File: src/rtl/sub_pipe_top.sv
`default_nettype none
// ============================================================================
// Module      : sub_pipe_top
// Description : Pipelined, chunked ripple-borrow subtractor that recovers the
//               operand a from an adder result: diff = sum - b.  One CHUNK-bit
//               slice is resolved per stage and the borrow is registered from
//               stage to stage.  Valid/ready handshake on both sides.
// Revision    : 1.0 - initial release
// ----------------------------------------------------------------------------
// Parameters
//   WIDTH  operand width (sum is WIDTH+1 bits, diff is WIDTH bits)
//   CHUNK  bits resolved per pipeline stage; NCHUNK = ceil(WIDTH/CHUNK) >= 2
// Ports
//   clk        rising-edge clock
//   reset      asynchronous active-high reset
//   in_valid   sum/b valid this cycle
//   in_ready   block accepts sum/b this cycle
//   sum        minuend, WIDTH+1 bits
//   b          subtrahend, WIDTH bits
//   out_valid  diff/error valid
//   out_ready  consumer accepts diff/error
//   diff       sum - b, low WIDTH bits (saturated when enabled)
//   error      result not representable in WIDTH bits
// Build option
//   SUB_PIPE_SATURATE_EN : underflow clamps diff to 0, overflow clamps diff to
//                          all ones; error is reported either way.
// ============================================================================
module sub_pipe_top #(
  parameter int WIDTH = 85,
  parameter int CHUNK = 17
) (
  input  logic             clk,
  input  logic             reset,
  input  logic             in_valid,
  output logic             in_ready,
  input  logic [WIDTH:0]   sum,
  input  logic [WIDTH-1:0] b,
  output logic             out_valid,
  input  logic             out_ready,
  output logic [WIDTH-1:0] diff,
  output logic             error
);

  localparam int NCHUNK  = (WIDTH + CHUNK - 1) / CHUNK;
  // Stages 0..NMID-1 resolve full CHUNK slices; the final stage is the
  // output register and resolves the remaining bits including bit WIDTH.
  localparam int NMID    = NCHUNK - 1;
  localparam int LAST_LO = NMID * CHUNK;
  localparam int LAST_W  = WIDTH + 1 - LAST_LO;

  // Each intermediate stage holds one word: bits below the resolved boundary
  // are finished difference bits, bits above are still raw sum bits.
  logic [NMID-1:0] v_q;
  logic [NMID-1:0] br_q;
  logic [WIDTH:0]  w_q  [NMID];
  logic [WIDTH:0]  bx_q [NMID];

  logic            adv;
  logic [NMID-1:0] vin;
  logic [NMID-1:0] bin_in;
  logic [NMID-1:0] br_nxt;
  logic [WIDTH:0]  x_in  [NMID];
  logic [WIDTH:0]  bx_in [NMID];
  logic [WIDTH:0]  w_nxt [NMID];
  logic [CHUNK:0]  t_mid;

  logic [LAST_W:0]  t_last;
  logic [WIDTH:0]   d_last;
  logic             bo_last;
  logic [WIDTH-1:0] diff_nxt;
  logic             err_nxt;

  // The pipeline moves as a whole; bubbles are not squeezed out.
  assign adv      = !out_valid || out_ready;
  assign in_ready = adv;

  // Intermediate stage arithmetic
  always_comb begin
    t_mid  = '0;
    br_nxt = '0;
    vin    = '0;
    bin_in = '0;
    for (int k = 0; k < NMID; k++) begin
      x_in[k]  = '0;
      bx_in[k] = '0;
      w_nxt[k] = '0;
    end

    vin[0]   = in_valid;
    x_in[0]  = sum;
    bx_in[0] = {1'b0, b};
    bin_in[0] = 1'b0;
    for (int k = 1; k < NMID; k++) begin
      vin[k]    = v_q[k-1];
      x_in[k]   = w_q[k-1];
      bx_in[k]  = bx_q[k-1];
      bin_in[k] = br_q[k-1];
    end

    for (int k = 0; k < NMID; k++) begin
      t_mid = {1'b0, x_in[k][k*CHUNK +: CHUNK]}
            - {1'b0, bx_in[k][k*CHUNK +: CHUNK]}
            - {{CHUNK{1'b0}}, bin_in[k]};
      w_nxt[k]                   = x_in[k];
      w_nxt[k][k*CHUNK +: CHUNK] = t_mid[CHUNK-1:0];
      br_nxt[k]                  = t_mid[CHUNK];
    end
  end

  // Final stage: top slice including bit WIDTH (b is zero-extended there)
  always_comb begin
    t_last = {1'b0, w_q[NMID-1][WIDTH:LAST_LO]}
           - {1'b0, bx_q[NMID-1][WIDTH:LAST_LO]}
           - {{LAST_W{1'b0}}, br_q[NMID-1]};
    d_last  = {t_last[LAST_W-1:0], w_q[NMID-1][LAST_LO-1:0]};
    bo_last = t_last[LAST_W];
    err_nxt = bo_last | d_last[WIDTH];
`ifdef SUB_PIPE_SATURATE_EN
    if (bo_last) begin
      diff_nxt = '0;
    end else if (d_last[WIDTH]) begin
      diff_nxt = '1;
    end else begin
      diff_nxt = d_last[WIDTH-1:0];
    end
`else
    diff_nxt = d_last[WIDTH-1:0];
`endif
  end

  always_ff @(posedge clk or posedge reset) begin
    if (reset) begin
      v_q       <= '0;
      br_q      <= '0;
      for (int k = 0; k < NMID; k++) begin
        w_q[k]  <= '0;
        bx_q[k] <= '0;
      end
      out_valid <= 1'b0;
      diff      <= '0;
      error     <= 1'b0;
    end else if (adv) begin
      for (int k = 0; k < NMID; k++) begin
        v_q[k] <= vin[k];
        // Data only moves with a valid token so idle stages stay quiet.
        if (vin[k]) begin
          w_q[k]  <= w_nxt[k];
          bx_q[k] <= bx_in[k];
          br_q[k] <= br_nxt[k];
        end
      end
      out_valid <= v_q[NMID-1];
      if (v_q[NMID-1]) begin
        diff  <= diff_nxt;
        error <= err_nxt;
      end
    end
  end

endmodule
`default_nettype wire
File: config.mk
export PLATFORM = sky130hd
export DESIGN_NAME = sub_pipe_top
export DESIGN_NICKNAME = d
export VERILOG_FILES = /design/src/rtl/sub_pipe_top.sv
export SDC_FILE = /design/constraint.sdc
export NUM_CORES = 2
export LEC_CHECK = 0
export ABC_CLOCK_PERIOD_IN_PS = 60900
export BUFFER_PORTS_ARGS = -buffer_cell sky130_fd_sc_hd__buf_4
export CAP_MARGIN = 30
export CORE_ASPECT_RATIO = 1.75
export CORE_UTILIZATION = 55
export DETAILED_ROUTE_END_ITERATION = 8
export PLACE_DENSITY = 0.87
export SETUP_SLACK_MARGIN = 0.05
export SLEW_MARGIN = 20
export SYNTH_ARGS = -nofsm -noshare
export SYNTH_HDL_FRONTEND = slang
export SYNTH_SLANG_ARGS = --single-unit
File: constraint.sdc
create_clock -name clk -period 60.9 [get_ports clk]
set_input_delay 9.135 -clock clk [delete_from_list [all_inputs] [get_ports clk]]
set_output_delay 9.135 -clock clk [all_outputs]
set_load 0.05 [all_outputs]
# Word level (Yosys, flattened, before mapping)

Index checks and enable logic that the tools add are counted.

Register bits after elaboration: 779
Bits of input ports: 175
Logic and storage cells: 33

Add/subtract/negate cells: 9
Bitwise logic cells: 1
Reduce and logical (&&, ||, !) cells: 7

Operators by type and width:

| kind                                           | count |
|---|---|
| 17-bit by 17-bit subtractor with 18-bit output | 4 |
| 18-bit by 1-bit subtractor with 18-bit output  | 3 |
| 18-bit by 17-bit subtractor with 19-bit output | 1 |
| 19-bit by 1-bit subtractor with 19-bit output  | 1 |
| 2-bit AND reduction                            | 5 |
| 1-bit logical NOT                              | 1 |
| 1-bit logical OR                               | 1 |
| 1-bit OR                                       | 1 |

# Logic depth before layout (Yosys ltp)

Word-level depth: 3
Gate-level depth with buffers: 11
Depth with buffers taken out: 11

# Least setup slack after synthesis

OpenSTA, ideal clock, no wires.

Path type: input-to-output
Start: input out_ready
End: output in_ready
Arrival: 9.653 ns
Setup slack: 42.112 ns
Stages: 3
Buffers on the path: 1
Cell sequence: nor2b_1 inv_1 buf_2

Longest elaborated chain between the ends: 1

Ends and longest elaborated chain:

| what               | line | RTL |
|---|---|---|
| start: declaration | 39   | `input logic out_ready,` |
| 1-bit logical OR   | 74   | `assign adv = !out_valid \|\| out_ready;` |
| end: declaration   | 35   | `output logic in_ready,` |

Every way passes these cells.

# Final worst setup path

Ends and elaborated chain as after synthesis.

==> metrics.md <==
| Metric | Value |
|---|---|
| Num Clock Sinks | `609` |
| Post-synthesis net count | `3072` |
| Post-synth ARST share | `100%` |
| Adder-Cell Fraction of Synth Area | `7.01%` |
| Ports | `263` |
| Mapped Cells | `2748` |
| # Post-CTS Setup Buffers | `0` |
| Initial Util | `55.6%` |
| Number of global-route vias before repair | `20000` |
| Fin. max-slew vios | `0` |
| CTS clock-pin slew for the worst setup and hold paths | `70 ps` |
| Synth top area cells | `dfrtp_1 (55%), nand2_1 (13%), mux2_2 (8.4%)` |
| P&R area growth vs syn | `16.2%` |
| ANT nets after route | `0` |
| DRC viols | `0` |
| Pwr/cell area | `60.7 nW/um2` |
| Simple logic cell fraction of the synthesized area | `15.7%` |
| CTS tree | `built` |
| Period utilisation layout | `31.7%` |
| Ant diodes | `0` |
| Root Driver | `clkbuf_16` |
| Post-synth top area share | `55.3%` |
| Post-layout min period | `19320 ps` |
| Routability cong. | `0.813` |
| Critical path, cell by cell | `buf_4, nor2b_1, inv_1, buf_4` |
| Mux share of post-synthesis cell area | `8.56%` |
| Avg Synthesized Cell Area | `10.0 um2` |
| Port Buf Inserts | `262` |
| Synth unique cells | `67` |
| TNS Setup | `0 ps` |
| Final cell count without fillers | `3671` |
| DR WL/cell | `16.2 um` |
| Xor/xnor share of the synthesized area | `2.03%` |
| CP max stage delay | `360 ps` |
| Routed vias/inst | `5.27` |
| Global-route wire length before repair | `97300 um` |
| CTS H-tree lvls | `2` |
| Detailed placer's ending HPWL | `39300 um` |
| Setup CP Type | `in -> out` |
| RSZ-0062 raised after global routing | `no` |
| Most frequent cell after synthesis | `nand2_1` |
| Total GRT Usage | `24.1%` |
| Row cnt | `108` |
| Crit path arrival time | `10190 ps` |
| Pleak | `0.0165 uW` |
| Synthesized cell area | `27600 um2` |
| Yosys warning count | `0` |
| Die Y | `298 um` |
| Largest family of logic cells by synthesized area | `simple AND/OR/NAND/NOR gates` |
| Clock Path Buffers | `3` |
| Total number of vias | `19400` |
| Wire length after detailed routing | `59300 um` |
| Die width | `171 um` |
| Status | `completed` |
| Req. time, crit path | `51760 ps` |
| Ys flop type | `dfrtp_1` |
| CORE AREA | `49600 um2` |
| Largest net degree at the start of global routing | `192` |
| Most used cell, CP | `buf_4` |
| Tightest Pin Transition | `961 ps` |
| Post-synth EDFFs | `0` |
| Pre-antenna DRT Iters | `5` |
| Post-synthesis sequential area ratio | `55.3%` |
| Nets | `3294` |
| CTS buffer count | `54` |
| Max Cap Viol | `0` |
| Synth Register Bits | `609` |
| Hold_buf cts | `0` |
| Number of gates resized after cts | `0` |
| CP max stage cell | `inv_1` |
| Maximum fanout along the worst path | `11` |
| Maximum vdd ir drop | `31.3 uV` |
| Compound-Gate Fraction of Synth Area | `6.58%` |
| Drt initial violations | `1124` |
| Gr ovfl total | `0` |
| Final setup viols | `0` |
| Number of antenna violations at the first check in global routing | `0` |
| Crit start category | `input pin` |
| Synth top cells by count | `nand2_1 (949), dfrtp_1 (609), inv_1 (225)` |
| Slew HR | `35.9%` |
| Clk_lat worst skew | `590 ps` |
| Worst Hold Class | `reg -> reg` |
| Final hold violations | `0` |
| Share of cells above drive strength 1 | `19.9%` |
| Dpl cells | `3570` |
| DIE AREA | `51000 um2` |
| Cell type with the largest total area after synthesis | `dfrtp_1` |
| Setup crit end kind | `output pin` |
| Fmax | `51.8 MHz` |
| Clk_skew | `24.1 ps` |
final cells by class:
class,count,area (um2)
repair buffers,280,2190
multi-input cells,1800,11000
inverters,225,852
flip-flops and latches,609,15200
fillers,3751,17600
clock buffers,81,1620
clock inverters,16,244
well taps,660,826
state kept, by name (all words and copies together), names as in the netlist:
| signal | cells |
|---|---|
| w_q | 69 |
| error | 1 |
| br_q | 4 |
| bx_in | 153 |
| diff | 85 |
| w_nxt | 207 |
| bx_q | 17 |
| v_q | 4 |
| out_valid | 1 |
| d_last | 68 |
cells by family after synthesis:
| group | after synthesis |
|---|---|
| XOR/XNOR | 64 |
| buffers and inverters | 339 |
| flip-flops | 609 |
| adder cells (fa/ha/maj) | 149 |
| AO/OA/AOI/OAI | 293 |
| AND/OR/NAND/NOR | 1084 |
| multiplexers | 210 |
critical path, delay by kind of cell:
family	cells	cell delay (ps)
buffers and inverters	3	780
AND/OR/NAND/NOR	1	280
final timing paths:
check	from	to	slack [ps]	cells past startpoint
worst max-delay path	out_ready	in_ready	41580	4
worst min-delay path	bx_in[231]$_DFFE_PP0P_	bx_in[145]$_DFFE_PP0P_	450	2
worst max register to register	out_valid$_DFFE_PP0N_	bx_in[200]$_DFFE_PP0P_	57100	6
worst min register to register	bx_in[231]$_DFFE_PP0P_	bx_in[145]$_DFFE_PP0P_	450	2
max in group asynchronous	reset	w_nxt[86]$_DFFE_PP0P_	49420	6
min in group asynchronous	reset	diff[75]$_DFFE_PP0P_	8660	2
routing by layer:
layer | global-route usage (%) | wire [um] | vias up
li1 | - | - | 9327
met4 | 11.1 | 2660 | 0
met1 | 27.0 | 22900 | 9448
met3 | 3.47 | 2460 | 158
met5 | 0 | 0 | -
met2 | 44.2 | 31400 | 430
through the flow:
stage	total power, uW	util [%]	setup WS, ps	hold slack [ps]	instance area, um2
after floorplan	1350	-	34710	433	27600
after global placement	1540	60.6	41670	442	30000
after detailed placement	1590	60.6	41620	444	30000
after CTS	1960	64.3	41610	458	31900
after global routing	2100	64.5	41510	472	32000
final	1940	64.5	41580	453	32000
layout by cell type (no fill, tap or decap), types with 5 or more instances in the layout:
cell type / instances
nand2_1: 944
clkbuf_8: 15
o21ai_0: 118
clkbuf_1: 11
clkbuf_16: 55
and3_1: 13
clkinv_2: 6
inv_1: 224
o21ai_1: 17
a21oi_1: 57
nor3_1: 13
dfrtp_1: 609
mux2_2: 206
xnor2_1: 24
nand4_1: 8
nor2_1: 32
nor2b_1: 6
nand2_4: 5
ha_1: 140
o21a_1: 9
fa_1: 9
o31ai_1: 7
bufinv_16: 6
a21o_1: 19
xor2_1: 40
nand2b_1: 11
nand3_1: 20
o21bai_1: 6
buf_4: 275
a31oi_1: 12
where the power goes:
part           switching (uW)  internal (uW)  leakage, uW
Clock                     149            209     0.000920
Combinational             567            358      0.00807
Sequential               88.0            574      0.00752
Note: power is estimated with default switching activity, not from simulation.
